**config.mk**
```make
export PLATFORM = sky130hd
export DESIGN_NAME = ch_esteq_sched_flat
export DESIGN_NICKNAME = d
export VERILOG_FILES = /design/src/rtl/ch_esteq_sched_if.sv /design/src/rtl/ch_esteq_sched.sv /design/src/flat_wrapper.sv
export SDC_FILE = /design/constraint.sdc
export NUM_CORES = 1
export LEC_CHECK = 0
export BUFFER_PORTS_ARGS = -buffer_cell sky130_fd_sc_hd__buf_2
export CORE_MARGIN = 2
export CORE_UTILIZATION = 45
export CTS_BUF_LIST = sky130_fd_sc_hd__clkbuf_16
export DETAILED_ROUTE_END_ITERATION = 16
export PLACE_DENSITY = 0.81
export SLEW_MARGIN = 10
export SYNTH_ARGS = -nofsm -noshare
export SYNTH_HDL_FRONTEND = slang
export SYNTH_SLANG_ARGS = --single-unit
```
**constraint.sdc**
```tcl
create_clock -name clk -period 2.3 [get_ports clk]
set_input_delay 0.115 -clock clk [delete_from_list [all_inputs] [get_ports clk]]
set_output_delay 0.115 -clock clk [all_outputs]
set_load 0.05 [all_outputs]
```
**src/rtl/ch_esteq_sched_if.sv**
```systemverilog
// Wishbone-style write bus used on both sides of the Ch_EstEqu frame
// scheduler: the upstream sample feed and the downstream estimator feed.
interface ch_esteq_sched_if #(
    parameter int DW = 32
) ();
    logic [DW-1:0] dat;
    logic          cyc;
    logic          stb;
    logic          we;
    logic          ack;

    // Bus owner: drives the cycle, strobe, write flag and data.
    modport master (
        output dat,
        output cyc,
        output stb,
        output we,
        input  ack
    );

    // Bus target: receives the transfer and answers with ack.
    modport slave (
        input  dat,
        input  cyc,
        input  stb,
        input  we,
        output ack
    );
endinterface

```
**src/rtl/ch_esteq_sched.sv**
```systemverilog
// Frame scheduler in front of the 802.22 channel estimator/equalizer.
// Takes the post-FFT sample stream, counts subcarriers and symbols, tags each
// sample as training or payload, and frames NPRE + nsym symbols per burst
// downstream under a single CYC envelope. A dropped upstream cycle truncates
// the frame and raises a sticky error flag.
module ch_esteq_sched #(
    parameter int NFFT   = 2048,
    parameter int NPRE   = 1,
    parameter int NSYM_W = 4,
    parameter int SC_W   = 11
) (
    input  logic                clk,
    input  logic                rst,
    ch_esteq_sched_if.slave     up,
    ch_esteq_sched_if.master    dn,
    input  logic [NSYM_W-1:0]   nsym,
    output logic                est,
    output logic [SC_W-1:0]     sc_idx,
    output logic [NSYM_W:0]     sym_idx,
    output logic                frm_done,
    output logic                err
);
    localparam int SYM_W = NSYM_W + 1;
    localparam logic [SC_W-1:0]  SC_LAST      = SC_W'(NFFT - 1);
    localparam logic [SYM_W-1:0] EST_LAST_SYM = SYM_W'(NPRE - 1);

    typedef enum logic [1:0] {
        ST_IDLE  = 2'd0,
        ST_EST   = 2'd1,
        ST_DATA  = 2'd2,
        ST_FLUSH = 2'd3
    } state_t;

    state_t              state_r;
    state_t              state_s;

    logic [31:0]         dat_r;
    logic                stb_r;
    logic                cyc_r;
    logic                est_r;
    logic [SC_W-1:0]     sc_idx_r;
    logic [SYM_W-1:0]    sym_idx_r;
    logic                frm_done_r;
    logic                err_r;

    logic [SC_W-1:0]     sc_r;
    logic [SYM_W-1:0]    sym_r;
    logic [NSYM_W-1:0]   nsym_lat_r;

    logic                ack_s;
    logic                acc_s;
    logic                xfer_s;
    logic                sc_last_s;
    logic [SYM_W-1:0]    last_data_sym_s;
    logic                tag_est_s;
    logic                start_s;
    logic                abort_s;
    logic                finish_s;

    // The output register can take a new word when it is empty or being
    // drained this cycle; FLUSH refuses input so surplus words stall upstream.
    assign ack_s  = ~rst & (state_r != ST_FLUSH) & (~stb_r | dn.ack);
    assign acc_s  = up.cyc & up.stb & up.we & ack_s;
    assign xfer_s = cyc_r & stb_r & dn.ack;

    assign sc_last_s       = (sc_r == SC_LAST);
    assign last_data_sym_s = SYM_W'(NPRE) + {1'b0, nsym_lat_r} - SYM_W'(1);

    assign up.ack   = ack_s;
    assign dn.dat   = dat_r;
    assign dn.cyc   = cyc_r;
    assign dn.stb   = stb_r;
    assign dn.we    = stb_r;
    assign est      = est_r;
    assign sc_idx   = sc_idx_r;
    assign sym_idx  = sym_idx_r;
    assign frm_done = frm_done_r;
    assign err      = err_r;

    // Frame state register.
    always_ff @(posedge clk) begin
        if (rst) begin
            state_r <= ST_IDLE;
        end else begin
            state_r <= state_s;
        end
    end

    // Next-state decode plus the per-cycle start/abort/finish strobes and the
    // training tag attached to a word accepted this cycle.
    always_comb begin
        state_s   = state_r;
        tag_est_s = 1'b0;
        start_s   = 1'b0;
        abort_s   = 1'b0;
        finish_s  = 1'b0;
        case (state_r)
            ST_IDLE: begin
                tag_est_s = (NPRE > 0) ? 1'b1 : 1'b0;
                if (acc_s) begin
                    start_s = 1'b1;
                    state_s = (NPRE > 0) ? ST_EST : ST_DATA;
                end else begin
                    state_s = ST_IDLE;
                end
            end
            ST_EST: begin
                tag_est_s = 1'b1;
                if (acc_s) begin
                    if (sc_last_s && (sym_r == EST_LAST_SYM)) begin
                        state_s = (nsym_lat_r == '0) ? ST_FLUSH : ST_DATA;
                    end else begin
                        state_s = ST_EST;
                    end
                end else if (!up.cyc) begin
                    abort_s = 1'b1;
                    state_s = ST_FLUSH;
                end else begin
                    state_s = ST_EST;
                end
            end
            ST_DATA: begin
                tag_est_s = 1'b0;
                if (acc_s) begin
                    if (sc_last_s && (sym_r == last_data_sym_s)) begin
                        state_s = ST_FLUSH;
                    end else begin
                        state_s = ST_DATA;
                    end
                end else if (!up.cyc) begin
                    abort_s = 1'b1;
                    state_s = ST_FLUSH;
                end else begin
                    state_s = ST_DATA;
                end
            end
            ST_FLUSH: begin
                if (!stb_r) begin
                    finish_s = 1'b1;
                    state_s  = ST_IDLE;
                end else begin
                    state_s  = ST_FLUSH;
                end
            end
            default: begin
                state_s = ST_IDLE;
            end
        endcase
    end

    // Single output stage: a new word always wins over a drain, so a
    // simultaneous accept and transfer keeps STB high with no bubble.
    always_ff @(posedge clk) begin
        if (rst) begin
            dat_r     <= 32'd0;
            stb_r     <= 1'b0;
            est_r     <= 1'b0;
            sc_idx_r  <= '0;
            sym_idx_r <= '0;
        end else if (acc_s) begin
            dat_r     <= up.dat;
            stb_r     <= 1'b1;
            est_r     <= tag_est_s;
            sc_idx_r  <= sc_r;
            sym_idx_r <= sym_r;
        end else if (xfer_s) begin
            stb_r     <= 1'b0;
        end
    end

    // Subcarrier/symbol position of the next accepted word; cleared when a
    // frame closes so every frame starts at sc=0, sym=0.
    always_ff @(posedge clk) begin
        if (rst) begin
            sc_r  <= '0;
            sym_r <= '0;
        end else if (finish_s) begin
            sc_r  <= '0;
            sym_r <= '0;
        end else if (acc_s) begin
            if (sc_last_s) begin
                sc_r  <= '0;
                sym_r <= sym_r + SYM_W'(1);
            end else begin
                sc_r  <= sc_r + SC_W'(1);
            end
        end
    end

    // Frame envelope, completion pulse, sticky truncation flag and the
    // symbol count captured on the first word of each frame.
    always_ff @(posedge clk) begin
        if (rst) begin
            cyc_r      <= 1'b0;
            frm_done_r <= 1'b0;
            err_r      <= 1'b0;
            nsym_lat_r <= '0;
        end else begin
            frm_done_r <= finish_s;
            if (start_s) begin
                cyc_r      <= 1'b1;
                err_r      <= 1'b0;
                nsym_lat_r <= nsym;
            end else if (finish_s) begin
                cyc_r      <= 1'b0;
            end
            if (abort_s) begin
                err_r <= 1'b1;
            end
        end
    end
endmodule

```
**src/flat_wrapper.sv**
```systemverilog
// flat-port wrapper written by rule: the top's interface ports become plain ports
module ch_esteq_sched_flat 
#(
    parameter int NFFT   = 2048,
    parameter int NPRE   = 1,
    parameter int NSYM_W = 4,
    parameter int SC_W   = 11
)
  (clk, rst, nsym, est, sc_idx, sym_idx, frm_done, err, up_dat, up_cyc, up_stb, up_we, up_ack, dn_dat, dn_cyc, dn_stb, dn_we, dn_ack);
  ch_esteq_sched_if up_i ();
  ch_esteq_sched_if dn_i ();
  input  logic clk;
  input  logic rst;
  input  logic [NSYM_W-1:0] nsym;
  output logic est;
  output logic [SC_W-1:0] sc_idx;
  output logic [NSYM_W:0] sym_idx;
  output logic frm_done;
  output logic err;
  input wire logic [$bits(up_i.dat)-1:0] up_dat;
  input wire logic [$bits(up_i.cyc)-1:0] up_cyc;
  input wire logic [$bits(up_i.stb)-1:0] up_stb;
  input wire logic [$bits(up_i.we)-1:0] up_we;
  output wire logic [$bits(up_i.ack)-1:0] up_ack;
  output wire logic [$bits(dn_i.dat)-1:0] dn_dat;
  output wire logic [$bits(dn_i.cyc)-1:0] dn_cyc;
  output wire logic [$bits(dn_i.stb)-1:0] dn_stb;
  output wire logic [$bits(dn_i.we)-1:0] dn_we;
  input wire logic [$bits(dn_i.ack)-1:0] dn_ack;
  assign up_i.dat = up_dat;
  assign up_i.cyc = up_cyc;
  assign up_i.stb = up_stb;
  assign up_i.we = up_we;
  assign up_ack = up_i.ack;
  assign dn_dat = dn_i.dat;
  assign dn_cyc = dn_i.cyc;
  assign dn_stb = dn_i.stb;
  assign dn_we = dn_i.we;
  assign dn_i.ack = dn_ack;
  ch_esteq_sched #(.NFFT(NFFT), .NPRE(NPRE), .NSYM_W(NSYM_W), .SC_W(SC_W)) u_core (.clk(clk), .rst(rst), .up(up_i), .dn(dn_i), .nsym(nsym), .est(est), .sc_idx(sc_idx), .sym_idx(sym_idx), .frm_done(frm_done), .err(err));
endmodule
```
# Word level (Yosys, flattened, before mapping)
# Index checks and enable logic that the tools add are counted.
totals:
  register_bits: 75
  input_bits: 42
  output_inout_bits: 55
  wordCells: 69
classes:
  add_sub_neg: 4
  n_eq_ne: 6
  muxes: 25
  bitwise: 10
  n_reduce_logical: 12
op_table:
  columns: ["cell", "n"]
  rows:
  - ["$mux 1", 18]
  - ["$add 11x1->11 const B", 1]
  - ["$eq 11x11->1 const B", 1]
  - ["$mux 11", 1]
  - ["$mux 2", 5]
  - ["$pmux 2 s4", 1]
  - ["$and 1x1->1", 7]
  - ["$reduce_bool 2->1", 3]
  - ["$reduce_or 2->1", 3]
  - ["$add 1x4->5 const A", 1]
  - ["$add 5x1->5 const B", 1]
  - ["$eq 5x5->1", 1]
  - ["$logic_not 5->1", 1]
  - ["$sub 5x1->5 const B", 1]
  - ["$eq 2x2->1 const B", 2]
  - ["$logic_not 4->1", 1]
  - ["$eq 2x1->1 const B", 1]
  - ["$logic_and 1x1->1", 2]
  - ["$logic_not 2->1", 1]
  - ["$ne 2x2->1 const B", 1]
  - ["$not 1->1", 2]
  - ["$reduce_and 2->1", 1]
  - ["$or 1x1->1", 1]

# Depth between registers and ports, before layout
depth:
  ltp_word: 8
  ltp_mapped: 8
  depth_no_buf: 6

# Worst setup path before layout
# Ideal clock, no wire load.
synth_timing:
  path_kind: "reg2reg"
  from: "register u_core.stb_r (netlist: u_core.dn.stb)"
  to: "register u_core.dat_r[22] (netlist: u_core.dn.dat[22])"
  setup_time_ns: 0.060
  arrival_ns: 1.907
  t_required_ns: 2.240
  slack_ns: 0.333
  stages_incl_launch_ff: 8
  path_buffers: 3
  synth_period_minus_slack_ns: 1.967
  path_cell_list: "dfxtp_1 > nand2b_1 > nand3_1 > buf_2 > clkbuf_1 > buf_1 > nand3b_1 > nand2_1"
synth_between:
  elab_chain_len: 4
synth_rtl:
  columns: ["item", "line_no", "rtl"]
  rows:
  - ["from (decl)", "ch_esteq_sched.sv:38", "logic stb_r;"]
  - ["from (signal assigned)", "ch_esteq_sched.sv:156", "stb_r <= 1'b0;"]
  - ["from (signal assigned)", "ch_esteq_sched.sv:162", "stb_r <= 1'b1;"]
  - ["from (signal assigned)", "ch_esteq_sched.sv:167", "stb_r <= 1'b0;"]
  - ["$not 1->1", "ch_esteq_sched.sv:62", "assign ack_s = ~rst & (state_r != ST_FLUSH) & (~stb_r | dn.ack);"]
  - ["$or 1x1->1", "ch_esteq_sched.sv:62", null]
  - ["$and 1x1->1", "ch_esteq_sched.sv:62", null]
  - ["$and 1x1->1", "ch_esteq_sched.sv:63", "assign acc_s = up.cyc & up.stb & up.we & ack_s;"]
  - ["to (signal assigned)", "ch_esteq_sched.sv:161", "dat_r <= up.dat;"]
  - ["to (decl)", "ch_esteq_sched.sv:37", "logic [31:0] dat_r;"]
# Every way passes these cells.
# A chain may end at the register's enable or synchronous reset.

# Worst setup path after layout
layout_timing:
  from: "register u_core.state_r[0]"
  to: "register u_core.sc_r[10]"
layout_between:
  elab_chain_len: 4
  word_cells_on_any_way: 7
  classes_between: "eq/ne (2); mux (1); bitwise (3); reduce/logical (1)"
layout_rtl:
  columns: ["item", "line_no", "rtl"]
  rows:
  - ["from (decl)", "ch_esteq_sched.sv:34", "state_t state_r;"]
  - ["from (signal assigned)", "ch_esteq_sched.sv:85", "state_r <= state_s;"]
  - ["$ne 2x2->1", "ch_esteq_sched.sv:62", null]
  - ["$and 1x1->1 (2 in series)", "ch_esteq_sched.sv:62", null]
  - ["$and 1x1->1", "ch_esteq_sched.sv:63", null]
  - ["to (signal assigned)", "ch_esteq_sched.sv:185", "sc_r <= sc_r + SC_W'(1);"]
  - ["to (decl)", "ch_esteq_sched.sv:46", "logic [SC_W-1:0] sc_r;"]
# Parallel ways exist; a longest one is shown, timed or not.

==> metrics.md <==
| Metric | Value |
|---|---|
| Status | `completed` |
| Post-synth EDFFs | `0` |
| Comb power frac | `0.089` |
| Met1 usage | `0.240` |
| Die W | `87.3 µm` |
| Max Slew Vio Count | `0` |
| Hold Path Class | `in2reg` |
| Via density | `5.37` |
| Site Rows | `30` |
| Fmax | `0.484 GHz` |
| RSZ-0062 raised after global routing | `false` |
| Initial DRC count | `198` |
| Vias in the first global route | `2,948` |
| Switching share of total power | `0.225` |
| P_sw | `727 µW` |
| Root Buffer | `clkbuf_16` |
| Final nets | `543` |
| DRT Pass-1 Iters | `5` |
| Ant diodes | `0` |
| TritonCTS Sinks | `75` |
| Total negative slack | `0 ns` |
| Clk pwr share | `0.496` |
| Post-Synthesis Cells | `373` |
| Hold worst-path end | `u_core.nsym_lat_r[1]` |
| Reg2reg path depth | `5` |
| Number of port buffers | `96` |
| HP Start | `nsym[1]` |
| WHS Path Cells | `3` |
| Total wire length | `8280 µm` |
| Gr ovfl total | `0` |
| Initial antenna violation count | `0` |
| Avg WL per Cell | `14.3 µm` |
| Max_slew headroom | `0.548` |
| Seq/Total Area, Yosys | `0.481` |
| Max Buffers Root-to-Sink | `2` |
| Hold slack | `0.0439 ns` |
| Fin Clk Skew | `0.00459 ns` |
| Fin. Hold Viols | `0` |
| Die Area | `7620 µm²` |
| Critical path arrival | `2.26 ns` |
| Leakage | `2.02 nW` |
| Largest net degree at the start of global routing | `53` |
| Setup-failing EPs final | `0` |
| Clk_lat worst skew | `0.33 ns` |
| FF-to-FF Start | `u_core.state_r[0]` |
| Num CTS Buffers | `9` |
| Via count | `3,110` |
| Max Cap Viol | `0` |
| Placed cell area | `3680 µm²` |
| Core ar. | `6760 µm²` |
| Power per standard cell area | `742 nW/µm²` |
| CTS clk-pin slew, worst paths | `0.06 ns` |
| Synth Warn # | `0` |
| Syn Nets | `422` |
| Fin crit share | `0.899` |
| Fraction of registers with async set/reset | `0` |
| Worst Path Max Fanout | `5` |
| H-tree Lvls | `3` |
| Layout Utilization | `0.643` |
| CTS tree | `done` |
| Routability cong. | `0.858` |
| Cell Area, Synth | `3120 µm²` |
| Top FF cell, synth | `dfxtp_1` |
| Syn_area_per_cell | `8.37 µm²` |
| Largest area contributor in the netlist | `dfxtp_1` |
| R2R Setup Slk | `0.23 ns` |
| Slew @ Worst Pin | `0.672 ns` |
| Starting Density | `0.462` |
| Busiest grt layer | `met2` |
| GRT met3 Usage | `0.0559` |
| Post-DP HPWL | `5130 µm` |
| Kind of critical path | `reg2reg` |
| Area share of the largest cell type after synthesis | `0.481` |
| Die Span Y | `87.3 µm` |
| First-pass GRT wire length | `13,200 µm` |
| Layout cell share with drive strength beyond 1 | `0.251` |
| Peak supply drop | `0.474 mV` |
| DRC viols | `0` |
| CP startpoint kind | `flop` |
| Final ANT Viol Nets | `0` |
| I/O Pins | `97` |
| Synth top area cells | `dfxtp_1 48%, nand2_1 13%, nand3b_1 11%, a21oi_1 3.7%, ha_1 2.8%` |
| Final min period | `2.07 ns` |
| Final Instance Area | `4340 µm²` |
| Global Route Usage Sum | `0.219` |
| Synth unique cells | `40` |
| Worst path required time | `2.50 ns` |
| #FFs+latches synth | `75` |
| Int Pwr | `2.50 mW` |
| Setup crit end kind | `flop` |
| Grt met2 use | `0.397` |
| Area delta synth->final | `39.0%` |
| Sequential power share | `0.416` |
| Critical R2R Capture | `u_core.sc_r[10]` |
-- Yosys cell counts (5+ instances only) --
| master | instances |
|---|---|
| a21oi_1 | 23 |
| buf_1 | 5 |
| clkbuf_1 | 15 |
| dfxtp_1 | 75 |
| ha_1 | 7 |
| inv_1 | 8 |
| nand2_1 | 106 |
| nand3_1 | 14 |
| nand3b_1 | 45 |
| nor2_1 | 6 |
| nor3_1 | 5 |
| o21ai_0 | 10 |
| o31ai_1 | 6 |
| or3_1 | 7 |
| or4_1 | 5 |
-- per-layer routing --
metal  share of wire  up-vias
li1                -     1520
met1            0.40     1482
met2            0.53       91
met3           0.050       17
met4           0.017        0
met5               0        -
-- cell usage in the layout (no fill, tap or decap), types with 2 or more instances in the layout --
master and n:
dfxtp_1 75, nand3_2 2, inv_1 9, bufinv_16 3, nand3b_1 45, dlygate4sd3_1 32
xor2_1 4, nand2_1 106, o21ai_0 10, o41ai_1 2, nor4_1 2, buf_4 4
or4_1 5, a21oi_1 23, nand3_1 13, or2_2 2, nor2_1 6, buf_2 96
or3_1 7, nor2b_1 3, nand4_1 3, nor3_1 4, clkbuf_16 9, buf_12 2
ha_1 7, o31ai_1 6
-- through the flow --
stage | power [mW] | std cells | setup WS (ns)
floorplan | 1.53 | 373 | 0.333
detailed placement | 1.61 | 531 | 0.269
CTS | 3.25 | 579 | 0.246
global placement | 1.60 | 531 | 0.333
finish | 3.22 | 579 | 0.233
global route | 3.33 | 579 | 0.186
-- worst max path at each step --
stage / start / slack [ns] / cells after the start / endpoint
2_1_floorplan: u_core.dn.stb / 0.33 / 7 / u_core.dn.dat[22]
3_3_place_gp: u_core.state_r[0] / 0.33 / 5 / u_core.sc_r[10]
3_5_place_dp: u_core.state_r[0] / 0.27 / 5 / u_core.sc_r[10]
4_1_cts: u_core.state_r[0] / 0.25 / 5 / u_core.sc_r[10]
5_1_grt: u_core.state_r[0] / 0.19 / 5 / u_core.sc_r[8]
6_report: u_core.state_r[0] / 0.23 / 5 / u_core.sc_r[10]
-- power by group through the flow --
stage,Clock (mW),Combinational (mW),Sequential [mW]
6_report,1.60,0.286,1.34
5_1_grt,1.68,0.304,1.34
3_5_place_dp,0,0.241,1.37
2_1_floorplan,0,0.0805,1.45
4_1_cts,1.62,0.283,1.34
3_3_place_gp,0,0.237,1.37
-- final cells by class --
cell class / count / area (µm²)
Tap cell: 80 / 100
Inverter: 8 / 30.0
Fill cell: 576 / 2410
Clock buffer: 9 / 225
Sequential cell: 75 / 1500
Multi-Input combinational cell: 266 / 1500
Clock inverter: 7 / 116
Timing Repair Buffer: 134 / 871
-- critical path: stages, from the launching register on --
cell and delay [ns]:
dfxtp_1 0.32, ha_1 0.25, or2_2 0.35, or4_4 0.56
o311ai_0 0.31, o41ai_1 0.13
-- registers in the layout, summed over array words and instances (netlist names) --
| name | count |
|---|---|
| u_core.dn.dat | 32 |
| u_core.est | 1 |
| u_core.sym_idx | 5 |
| u_core.state_r | 2 |
| u_core.dn.cyc | 1 |
| u_core.nsym_lat_r | 4 |
| u_core.sc_r | 11 |
| u_core.sym_r | 5 |
| u_core.dn.stb | 1 |
| u_core.sc_idx | 11 |
| u_core.frm_done | 1 |
| u_core.err | 1 |
-- kinds of logic after synthesis --
logic type,share of synthesized area
simple gates,0.343
flops,0.481
compound gates,0.0914
buf+inv,0.0429
fa+ha+maj,0.0280
xor+xnor,0.0140
-- what timing repair did --
item                      in CTS  in global routing
hold buffers                  32                  0
setup buffers                  0                  0
gates resized for setup        0                  0
hold endpoints to repair      32                  0
(Power assumes the default switching activity.)
